`src/rtl/debug_loader_pkg.sv`:
```
// Shared constants and state encoding for the host debug/boot loader.
package debug_pkg;

  // Host command bytes
  localparam logic [7:0] CMD_LOAD = 8'h4C;  // 'L'
  localparam logic [7:0] CMD_RUN  = 8'h52;  // 'R'
  localparam logic [7:0] CMD_HALT = 8'h48;  // 'H'
  localparam logic [7:0] CMD_STEP = 8'h53;  // 'S'
  localparam logic [7:0] CMD_RST  = 8'h58;  // 'X'

  // Response codes
  localparam logic [7:0] RSP_ACK = 8'h06;
  localparam logic [7:0] RSP_NAK = 8'h15;

  // Length of the CPU reset pulse issued by 'X'
  localparam int unsigned CPU_RST_CYCLES = 2;

  // Controller states; encodings kept identical to the legacy localparams
  typedef enum logic [3:0] {
    ST_IDLE    = 4'd0,
    ST_LEN_HI  = 4'd1,
    ST_LEN_LO  = 4'd2,
    ST_WORD    = 4'd3,
    ST_WRITE   = 4'd4,
    ST_STEP    = 4'd5,
    ST_CAPTURE = 4'd6,
    ST_CPU_RST = 4'd7,
    ST_SEND    = 4'd8
  } state_t;

  // Final response of a load: NAK if any word fell outside the memory
  function automatic logic [7:0] load_rsp(input logic overflow);
    return overflow ? RSP_NAK : RSP_ACK;
  endfunction

endpackage

```
`src/rtl/debug_tx_shift.sv`:
```
// Byte serializer: sends 1..4 bytes of a word MSB-first over valid/ready.
module debug_tx_shift #(
  parameter int unsigned SIZE = 32
) (
  input  logic            clk,
  input  logic            rst,
  input  logic            load_i,
  input  logic [SIZE-1:0] word_i,
  input  logic [2:0]      nbytes_i,
  input  logic            tx_ready_i,
  output logic [7:0]      tx_data_o,
  output logic            tx_valid_o,
  output logic            done_o
);

  logic [SIZE-1:0] sh_q, sh_d;
  logic [2:0]      rem_q, rem_d;
  logic            valid_q, valid_d;
  logic            fire;

  assign fire       = valid_q & tx_ready_i;
  assign tx_data_o  = sh_q[SIZE-1 -: 8];
  assign tx_valid_o = valid_q;
  assign done_o     = fire & (rem_q == 3'd0);

  // Next-state: left-align the payload on load, shift one byte per handshake
  always_comb begin
    sh_d    = sh_q;
    rem_d   = rem_q;
    valid_d = valid_q;
    if (load_i) begin
      sh_d    = word_i << (SIZE - 32'(nbytes_i) * 32'd8);
      rem_d   = nbytes_i - 3'd1;
      valid_d = 1'b1;
    end else if (fire) begin
      if (rem_q == 3'd0) begin
        valid_d = 1'b0;
      end else begin
        sh_d  = sh_q << 8;
        rem_d = rem_q - 3'd1;
      end
    end
  end

  // State registers
  always_ff @(posedge clk) begin
    if (rst) begin
      sh_q    <= '0;
      rem_q   <= '0;
      valid_q <= 1'b0;
    end else begin
      sh_q    <= sh_d;
      rem_q   <= rem_d;
      valid_q <= valid_d;
    end
  end

endmodule

```
`src/rtl/debug_loader.sv`:
```
// Host debug/boot controller: loads instruction memory over a byte link and
// controls run/halt/step/reset of the mips pipeline.
module debug_loader
  import debug_pkg::*;
#(
  parameter int unsigned SIZE   = 32,
  parameter int unsigned ADDR_W = 10
) (
  input  logic              clk,
  input  logic              rst,
  input  logic [7:0]        i_rx_data,
  input  logic              i_rx_valid,
  output logic [7:0]        o_tx_data,
  output logic              o_tx_valid,
  input  logic              i_tx_ready,
  output logic              o_imem_we,
  output logic [ADDR_W-1:0] o_imem_addr,
  output logic [SIZE-1:0]   o_imem_data,
  output logic              o_stall,
  output logic              o_cpu_rst,
  input  logic [SIZE-1:0]   i_pc
);

  state_t            state_q, state_d;
  logic              stall_q, stall_d;
  logic              cpu_rst_q, cpu_rst_d;
  logic              we_q, we_d;
  logic [ADDR_W-1:0] addr_q, addr_d;
  logic [SIZE-1:0]   data_q, data_d;
  logic [7:0]        len_hi_q, len_hi_d;
  logic [15:0]       rem_q, rem_d;        // words still to receive
  logic [15:0]       idx_q, idx_d;        // index of the word being received
  logic [1:0]        byte_cnt_q, byte_cnt_d;
  logic [23:0]       word_q, word_d;      // first three bytes of the word
  logic              ovf_q, ovf_d;
  logic [1:0]        rst_cnt_q, rst_cnt_d;

  logic              tx_load;
  logic [SIZE-1:0]   tx_word;
  logic [2:0]        tx_nbytes;
  logic              tx_done;
  logic              idx_in_range;

  assign idx_in_range = (32'(idx_q) >> ADDR_W) == 32'd0;

  assign o_stall     = stall_q;
  assign o_cpu_rst   = cpu_rst_q;
  assign o_imem_we   = we_q;
  assign o_imem_addr = addr_q;
  assign o_imem_data = data_q;

  debug_tx_shift #(
    .SIZE(SIZE)
  ) u_tx (
    .clk        (clk),
    .rst        (rst),
    .load_i     (tx_load),
    .word_i     (tx_word),
    .nbytes_i   (tx_nbytes),
    .tx_ready_i (i_tx_ready),
    .tx_data_o  (o_tx_data),
    .tx_valid_o (o_tx_valid),
    .done_o     (tx_done)
  );

  // Command decode and load/step/reset sequencing
  always_comb begin
    state_d    = state_q;
    stall_d    = stall_q;
    cpu_rst_d  = cpu_rst_q;
    we_d       = 1'b0;
    addr_d     = addr_q;
    data_d     = data_q;
    len_hi_d   = len_hi_q;
    rem_d      = rem_q;
    idx_d      = idx_q;
    byte_cnt_d = byte_cnt_q;
    word_d     = word_q;
    ovf_d      = ovf_q;
    rst_cnt_d  = rst_cnt_q;
    tx_load    = 1'b0;
    tx_word    = '0;
    tx_nbytes  = 3'd1;

    case (state_q)
      ST_IDLE: begin
        if (i_rx_valid) begin
          case (i_rx_data)
            CMD_LOAD: begin
              stall_d   = 1'b1;
              cpu_rst_d = 1'b1;
              idx_d     = '0;
              ovf_d     = 1'b0;
              state_d   = ST_LEN_HI;
            end
            CMD_RUN: begin
              stall_d = 1'b0;
              tx_load = 1'b1;
              tx_word = SIZE'(RSP_ACK);
              state_d = ST_SEND;
            end
            CMD_HALT: begin
              stall_d = 1'b1;
              tx_load = 1'b1;
              tx_word = SIZE'(RSP_ACK);
              state_d = ST_SEND;
            end
            CMD_STEP: begin
              if (stall_q) begin
                stall_d = 1'b0;
                state_d = ST_STEP;
              end else begin
                tx_load = 1'b1;
                tx_word = SIZE'(RSP_NAK);
                state_d = ST_SEND;
              end
            end
            CMD_RST: begin
              cpu_rst_d = 1'b1;
              stall_d   = 1'b1;
              rst_cnt_d = '0;
              state_d   = ST_CPU_RST;
            end
            default: begin
              tx_load = 1'b1;
              tx_word = SIZE'(RSP_NAK);
              state_d = ST_SEND;
            end
          endcase
        end
      end

      ST_LEN_HI: begin
        if (i_rx_valid) begin
          len_hi_d = i_rx_data;
          state_d  = ST_LEN_LO;
        end
      end

      ST_LEN_LO: begin
        if (i_rx_valid) begin
          if ({len_hi_q, i_rx_data} == 16'd0) begin
            cpu_rst_d = 1'b0;
            tx_load   = 1'b1;
            tx_word   = SIZE'(RSP_ACK);
            state_d   = ST_SEND;
          end else begin
            rem_d      = {len_hi_q, i_rx_data};
            byte_cnt_d = '0;
            state_d    = ST_WORD;
          end
        end
      end

      // The write strobe is registered on the 4th byte so it appears in WRITE
      ST_WORD: begin
        if (i_rx_valid) begin
          word_d     = {word_q[15:0], i_rx_data};
          byte_cnt_d = byte_cnt_q + 2'd1;
          if (byte_cnt_q == 2'd3) begin
            if (idx_in_range) begin
              we_d   = 1'b1;
              addr_d = ADDR_W'(idx_q);
              data_d = SIZE'({word_q, i_rx_data});
            end else begin
              ovf_d = 1'b1;
            end
            state_d = ST_WRITE;
          end
        end
      end

      ST_WRITE: begin
        idx_d = idx_q + 16'd1;
        if (rem_q == 16'd1) begin
          cpu_rst_d = 1'b0;
          tx_load   = 1'b1;
          tx_word   = SIZE'(load_rsp(ovf_q));
          state_d   = ST_SEND;
        end else begin
          rem_d   = rem_q - 16'd1;
          state_d = ST_WORD;
        end
      end

      ST_STEP: begin
        stall_d = 1'b1;
        state_d = ST_CAPTURE;
      end

      ST_CAPTURE: begin
        tx_load   = 1'b1;
        tx_word   = i_pc;
        tx_nbytes = 3'd4;
        state_d   = ST_SEND;
      end

      ST_CPU_RST: begin
        if (rst_cnt_q == 2'(CPU_RST_CYCLES - 1)) begin
          cpu_rst_d = 1'b0;
          tx_load   = 1'b1;
          tx_word   = SIZE'(RSP_ACK);
          state_d   = ST_SEND;
        end else begin
          rst_cnt_d = rst_cnt_q + 2'd1;
        end
      end

      ST_SEND: begin
        if (tx_done) state_d = ST_IDLE;
      end

      default: state_d = ST_IDLE;
    endcase
  end

  // State registers with synchronous reset
  always_ff @(posedge clk) begin
    if (rst) begin
      state_q    <= ST_IDLE;
      stall_q    <= 1'b1;
      cpu_rst_q  <= 1'b0;
      we_q       <= 1'b0;
      addr_q     <= '0;
      data_q     <= '0;
      len_hi_q   <= '0;
      rem_q      <= '0;
      idx_q      <= '0;
      byte_cnt_q <= '0;
      word_q     <= '0;
      ovf_q      <= 1'b0;
      rst_cnt_q  <= '0;
    end else begin
      state_q    <= state_d;
      stall_q    <= stall_d;
      cpu_rst_q  <= cpu_rst_d;
      we_q       <= we_d;
      addr_q     <= addr_d;
      data_q     <= data_d;
      len_hi_q   <= len_hi_d;
      rem_q      <= rem_d;
      idx_q      <= idx_d;
      byte_cnt_q <= byte_cnt_d;
      word_q     <= word_d;
      ovf_q      <= ovf_d;
      rst_cnt_q  <= rst_cnt_d;
    end
  end

endmodule

```
`config.mk`:
```
export PLATFORM = sky130hd
export DESIGN_NAME = debug_loader
export DESIGN_NICKNAME = d
export VERILOG_FILES = /design/src/rtl/debug_loader_pkg.sv /design/src/rtl/debug_tx_shift.sv /design/src/rtl/debug_loader.sv
export SDC_FILE = /design/constraint.sdc
export NUM_CORES = 1
export LEC_CHECK = 0
export ABC_AREA = 1
export CORE_MARGIN = 2
export CORE_UTILIZATION = 51
export CTS_BUF_LIST = sky130_fd_sc_hd__clkbuf_8
export CTS_CLUSTER_SIZE = 12
export DETAILED_ROUTE_END_ITERATION = 8
export PLACE_DENSITY = 0.77
export SYNTH_ARGS = -nofsm -noshare
export SYNTH_HDL_FRONTEND = slang
export SYNTH_SLANG_ARGS = --single-unit
```
`constraint.sdc`:
```
create_clock -name clk -period 2 [get_ports clk]
set_input_delay 0.4 -clock clk [delete_from_list [all_inputs] [get_ports clk]]
set_output_delay 0.4 -clock clk [all_outputs]
set_load 0.02 [all_outputs]
```
* After elaboration in Yosys (flattened, before gate mapping)
Cells that the tools add are included.
** Word-level totals
- Bits in registers :: 154
- Input bits :: 44
- Logic and storage cells :: 165
** Cells by class
- Add/sub/neg operators :: 7
- Equal/unequal tests :: 34
- Shift-type cells :: 1
- Multiplexer cells :: 71
- Bitwise logic cells :: 5
- Reduce and logical (&&, ||, !) cells :: 31
** Operators by type and width (number)
- $pmux W32 S5 :: 1
- $mux W32 :: 3
- $mux W16 :: 5
- $pmux W16 S2 :: 2
- $eq A8 B7 Y1 const B :: 5
- $mux W4 :: 10
- $pmux W4 S9 :: 1
- $logic_not A32 Y1 :: 1
- $shl A32 B32 Y32 :: 1
- $ne A2 B2 Y1 const B :: 15
- $mux W1 :: 22
- $mux W3 :: 7
- $mux W5 :: 4
- $add A16 B1 Y16 const B :: 1
- $eq A16 B1 Y1 const B :: 1
- $eq A4 B3 Y1 const B :: 4
- $logic_not A16 Y1 :: 1
- $reduce_and A4 Y1 :: 4
- $reduce_bool A2 Y1 :: 8
- $sub A16 B1 Y16 const B :: 1
- $pmux W5 S3 :: 1
- $reduce_and A7 Y1 :: 2
- $mux W2 :: 6
- $pmux W4 S3 :: 1
- other kinds (25) :: 42

* Longest topological paths before layout
- Depth in word-level cells :: 7
- Gate-level depth with buffers :: 16
- Mapped depth without buffers :: 15

* Hierarchy
Synthesis repeated with hierarchy kept, for this count alone.
** Unflattened totals
- Cells, all modules :: 1274
- Area, all modules :: 8111.5 sq um
** Modules (own cells, without submodules)
- debug_loader :: times used 1, cells each 880, area each 5749.3 sq um, seq. area each 2362.3 sq um
- debug_tx_shift :: times used 1, cells each 394, area each 2362.3 sq um, seq. area each 720.7 sq um

* Worst setup path after synthesis
No wires, ideal clock.
- Path kind :: input-to-reg
- Start :: in i_rx_data[7]
- End :: reg u_tx.rem_q[2]
- Setup time :: 115 ps
- Arrival time :: 1860 ps
- Setup slack :: 25 ps
- Stages on the path :: 16
- Path buffers :: 1
- Cell sequence :: inv_1 nand2_2 nor2_2 nand3_1 nand3_2 nand2_1 nand2_2 nand2_4 inv_2 buf_4 nand2_1 ha_1 nand3_1 nand2_1 nor2_1 nor2_1
** Between the ends
- Cells in the longest elaborated chain, start to end :: 7
** RTL lines
- from (decl) :: RTL line debug_loader.sv:11 : input logic [7:0] i_rx_data,
- $eq A8 B7 Y1 :: RTL line debug_loader.sv:88 : case (i_rx_data)
- $reduce_or A2 Y1 (no source line)
- $pmux W1 S2 :: RTL line debug_loader.sv:88
- $mux W1 :: RTL line debug_loader.sv:87 : if (i_rx_valid) begin
- $pmux W1 S5 * :: RTL line debug_loader.sv:85 : case (state_q)
- $ne A2 B2 Y1 (no source line) or $reduce_bool A2 Y1 (tied branches)
- $reduce_and A2 Y1 (no source line)
- to (signal assigned) :: RTL line debug_tx_shift.sv:53 : rem_q <= rem_d;
- to (decl) :: RTL line debug_tx_shift.sv:17 : logic [2:0] rem_q, rem_d;
Every way passes the cells marked *; elsewhere a longest branch is shown, timed or not.
A chain may end at the register's enable or synchronous reset.

* Final worst setup path
- Start :: reg stall_q, in the netlist o_stall
- End :: out o_stall
** RTL lines
- from (decl) :: RTL line debug_loader.sv:25 : logic stall_q, stall_d;
- from (signal assigned) :: RTL line debug_loader.sv:235 : stall_q <= stall_d;
- to (decl) :: RTL line debug_loader.sv:19 : output logic o_stall,
No word-level cell between the ends.

==> flow_summary_export.csv <==
group,metric,value,unit
finish,drive_above_1_share,16.7,%
critical_path,path_cells,"clkdlybuf4s50_1",
global_routing,grt_max_degree,55,
global_routing,met2_usage,40.4,%
routing,drc,0,
finish,ff_latch_area,0.00309,mm2
floorplan,floorplan.initialDensity,51.5,%
critical_path,crit_type,"flip-flop to output pin",
sta,hold_slack,0.313,ns
clock_network,clk_latency,0.45,ns
place,portBuffers,97,
pwr,clockPowerShare,36.9,%
floorplan,rows,43,
critical_path,worst_path_max_delay_cell,"clkdlybuf4s50_1",
sta,fin_crit_sh,95.9,%
place,dp_slack,-0.595,ns
sta,fin_skew,0.0169,ns
critical_path,cp_num_buf_inv,1,
critical_path,worstPathMaxFanout,4,
pwr,p_per_area,666,mW/mm2
sta,rsz0062_at_grt,"true",
clock_network,cts_tree,"done",
critical_path,crit_required,1.60,ns
floorplan,die_y,122,um
routing,ant_nets,0,
synthesis,synthTopCellsByCount,"nand2_1 (193), dfxtp_1 (154), nor2_1 (141)",
finish,fin_nets,1196,
clock_network,cts_htree_levels,4,
pwr,swShare,27.1,%
place,place_area,0.00866,mm2
pwr,p_leak,0.00385,uW
synthesis,synth-xor-area-share,0.743,%
global_routing,antenna_found_initial,3,
global_routing,grt_pass1_vias,6144,
sta,max_freq,521,MHz
finish,design_area,0.00919,mm2
synthesis,synth_area,0.00707,mm2
synthesis,netlist_instances,995,
synthesis,yosys.area_share.adder,1.06,%
clock_network,path_clk_slew,0.08,ns
synthesis,synth_top_family_by_area,"simple AND/OR/NAND/NOR gates",
run_status,outcome,"finished clean",
synthesis,ys_ff_latch,154,
synthesis,synth_flop_cell,"dfxtp_1",
clock_network,clock-sinks,154,
floorplan,pin_count,98,
global_routing,grt_pass1_wl,29100,um
routing,routed_wl,18200,um
critical_path,slowest_delay,0.67,ns
pwr,power.switching,1660,uW
pwr,power_frac_seq,51.9,%
routing,drtIter0Drc,428,
synthesis,synth_simple_gate_area_share,26.3,%
place,dpl.hpwl,13000,um
global_routing,grtUsageMet3,6.09,%
synthesis,yosysTopAreaCell,"dfxtp_1",
worst_hold_path,min_path_type,"primary input to flip-flop",
global_routing,met1_usage,31.6,%
synthesis,synth.most_common_cell,"nand2_1",
synthesis,synth_mux_area_share,0,%
clock_network,clock_path_buffers,2,
synthesis,ys_async_sr_fraction,0,%
sta,hold_viol,0,
global_routing,grt_busiest_layer,"met2",
synthesis,ys.warnings.count,0,
sta,timing.final.ws_setup,0.0812,ns
sta,setup-violations-final,0,
synthesis,synth.avg_cell_area,7.11,um2
synthesis,yosys-top-cells-area,"dfxtp_1 (44%), nand2_1 (10%), nor2_1 (7.5%)",
floorplan,core_area,0.0137,mm2
clock_network,hold_buffers,0,
flow_run,maxCapViolations,0,
finish,num-fill-cells,1167,
critical_path,cp-end-kind,"output pin",
pwr,combPwrFrac,11.2,%
global_routing,overflow,0,
sta,slew_headroom,66.2,%
global_routing,gr-usage-all-layers,24.6,%
floorplan,fp.dieArea,0.0148,mm2
floorplan,fp.dieW,122,um
critical_path,startpoint_type,"flip-flop",
synthesis,seq_area_frac_synth,43.6,%
synthesis,synth_top_area_share,43.6,%
place,gp_congestion,0.924,
sta,drv_slew,0,
routing,vias,6947,
pwr,p_int,4460,uW
synthesis,synth_compound_area_share,19.3,%
routing,drt-wirelength-per-cell,13.5,um
critical_path,crit_family,"buffers and inverters",
routing,dr.pass1.iters,7,
synthesis,syn_nets,1045,
clock_network,cts_made_buffers,17,
critical_path,worstPathArrival,1.52,ns
finish,multi_input_area,0.00344,mm2
pwr,worst_ir_drop_vdd,0.000551,V
synthesis,synth-edff-count,0,
routing,viasPerCell,5.18,
clock_network,root_buffer,"clkbuf_8",
synthesis,synth_cell_types,41,
sta,fin_crit,1.92,ns
finish,area_delta_synth_final,30.0,%
sta,worst_slew_pin_slew,0.502,ns
-- power by group through the flow --
stage / Clock, uW / Sequential, uW / Combinational [uW]
2_1_floorplan: 0 / 3240 / 372
3_3_place_gp: 0 / 3240 / 654
3_5_place_dp: 0 / 3240 / 661
4_1_cts: 2290 / 3170 / 667
5_1_grt: 2420 / 3180 / 755
6_report: 2260 / 3180 / 687
-- path summary, 6_finish.rpt --
check	startpoint	to	slack, ns	cells past startpoint
worst max-delay path	o_stall	o_stall	0.08	1
worst min-delay path	rst	idx_q[0]	0.31	4
worst max register to register	rem_q[1]	u_tx.sh_q[9]	0.10	14
worst min register to register	word_q[20]	o_imem_data[28]	0.46	2
-- kinds of logic after synthesis --
group | count (synthesis)
xor+xnor | 6
fa+ha+maj | 6
compound gates | 250
buf+inv | 146
simple gates | 433
flops | 154
-- sequential cells by signal, summed over array words and instances, names as in the netlist --
register	count
rem_q	16
o_cpu_rst	1
u_tx.tx_valid_o	1
idx_q	16
o_imem_we	1
state_q	4
word_q	24
o_imem_data	32
len_hi_q	8
rst_cnt_q	2
u_tx.sh_q	32
o_imem_addr	10
ovf_q	1
byte_cnt_q	2
u_tx.rem_q	3
o_stall	1
-- layer usage --
metal / up-vias / wire, um / share of wire, %
met3: 21 / 1040 / 5.7
li1: 3561 / - / -
met4: 2 / 283 / 1.6
met1: 3176 / 8120 / 45
met2: 187 / 8700 / 48
met5: - / 13 / 0.072
-- stage by stage --
| step | std cells | power [uW] | setup TNS, ns | util, % |
|---|---|---|---|---|
| finish | 1341 | 6120 | 0 | 67.0 |
| detailed placement | 1305 | 3900 | -31.67 | 63.2 |
| global route | 1340 | 6360 | -0.0109 | 67.0 |
| floorplan | 995 | 3610 | 0 | - |
| CTS | 1337 | 6130 | 0 | 65.9 |
| global placement | 1305 | 3900 | -27.68 | 63.2 |
-- area by class of cell --
| cell class | instances | share of cell area [%] |
|---|---|---|
| timing repair buffer | 185 | 18.6 |
| multi-input combinational | 695 | 37.4 |
| clock buffer | 17 | 2.55 |
| clock inverter | 15 | 1.52 |
| tap | 180 | 2.45 |
| inverter | 93 | 3.88 |
| antenna | 2 | 0.0545 |
| sequential | 154 | 33.6 |
-- layout by cell type (no fill, tap or decap), types with 5 or more instances in the layout --
cell type,synthesis,final
a211oi_2,12,12
o21ai_1,30,41
dlymetal6s2s_1,0,6
inv_2,8,12
inv_6,0,7
clkbuf_8,0,17
nor2_4,2,5
buf_4,14,82
a21oi_1,100,99
nor3_1,16,15
dfxtp_1,154,152
nand4_1,9,9
ha_1,6,6
nand2_2,3,7
inv_1,84,81
o21ai_0,98,84
nor2_2,6,17
nand3_1,45,44
nor2_1,141,127
clkdlybuf4s50_1,0,88
buf_12,0,5
nand2_1,193,189
-- timing repair --
action | in CTS | in global routing
setup buffers | 0 | 2
endpoints found under the setup margin | 25 | 72
pin swaps | 0 | 5
cloned | 0 | 0
resized for setup | 8 | 55
Note: power is estimated with default switching activity, not from simulation.
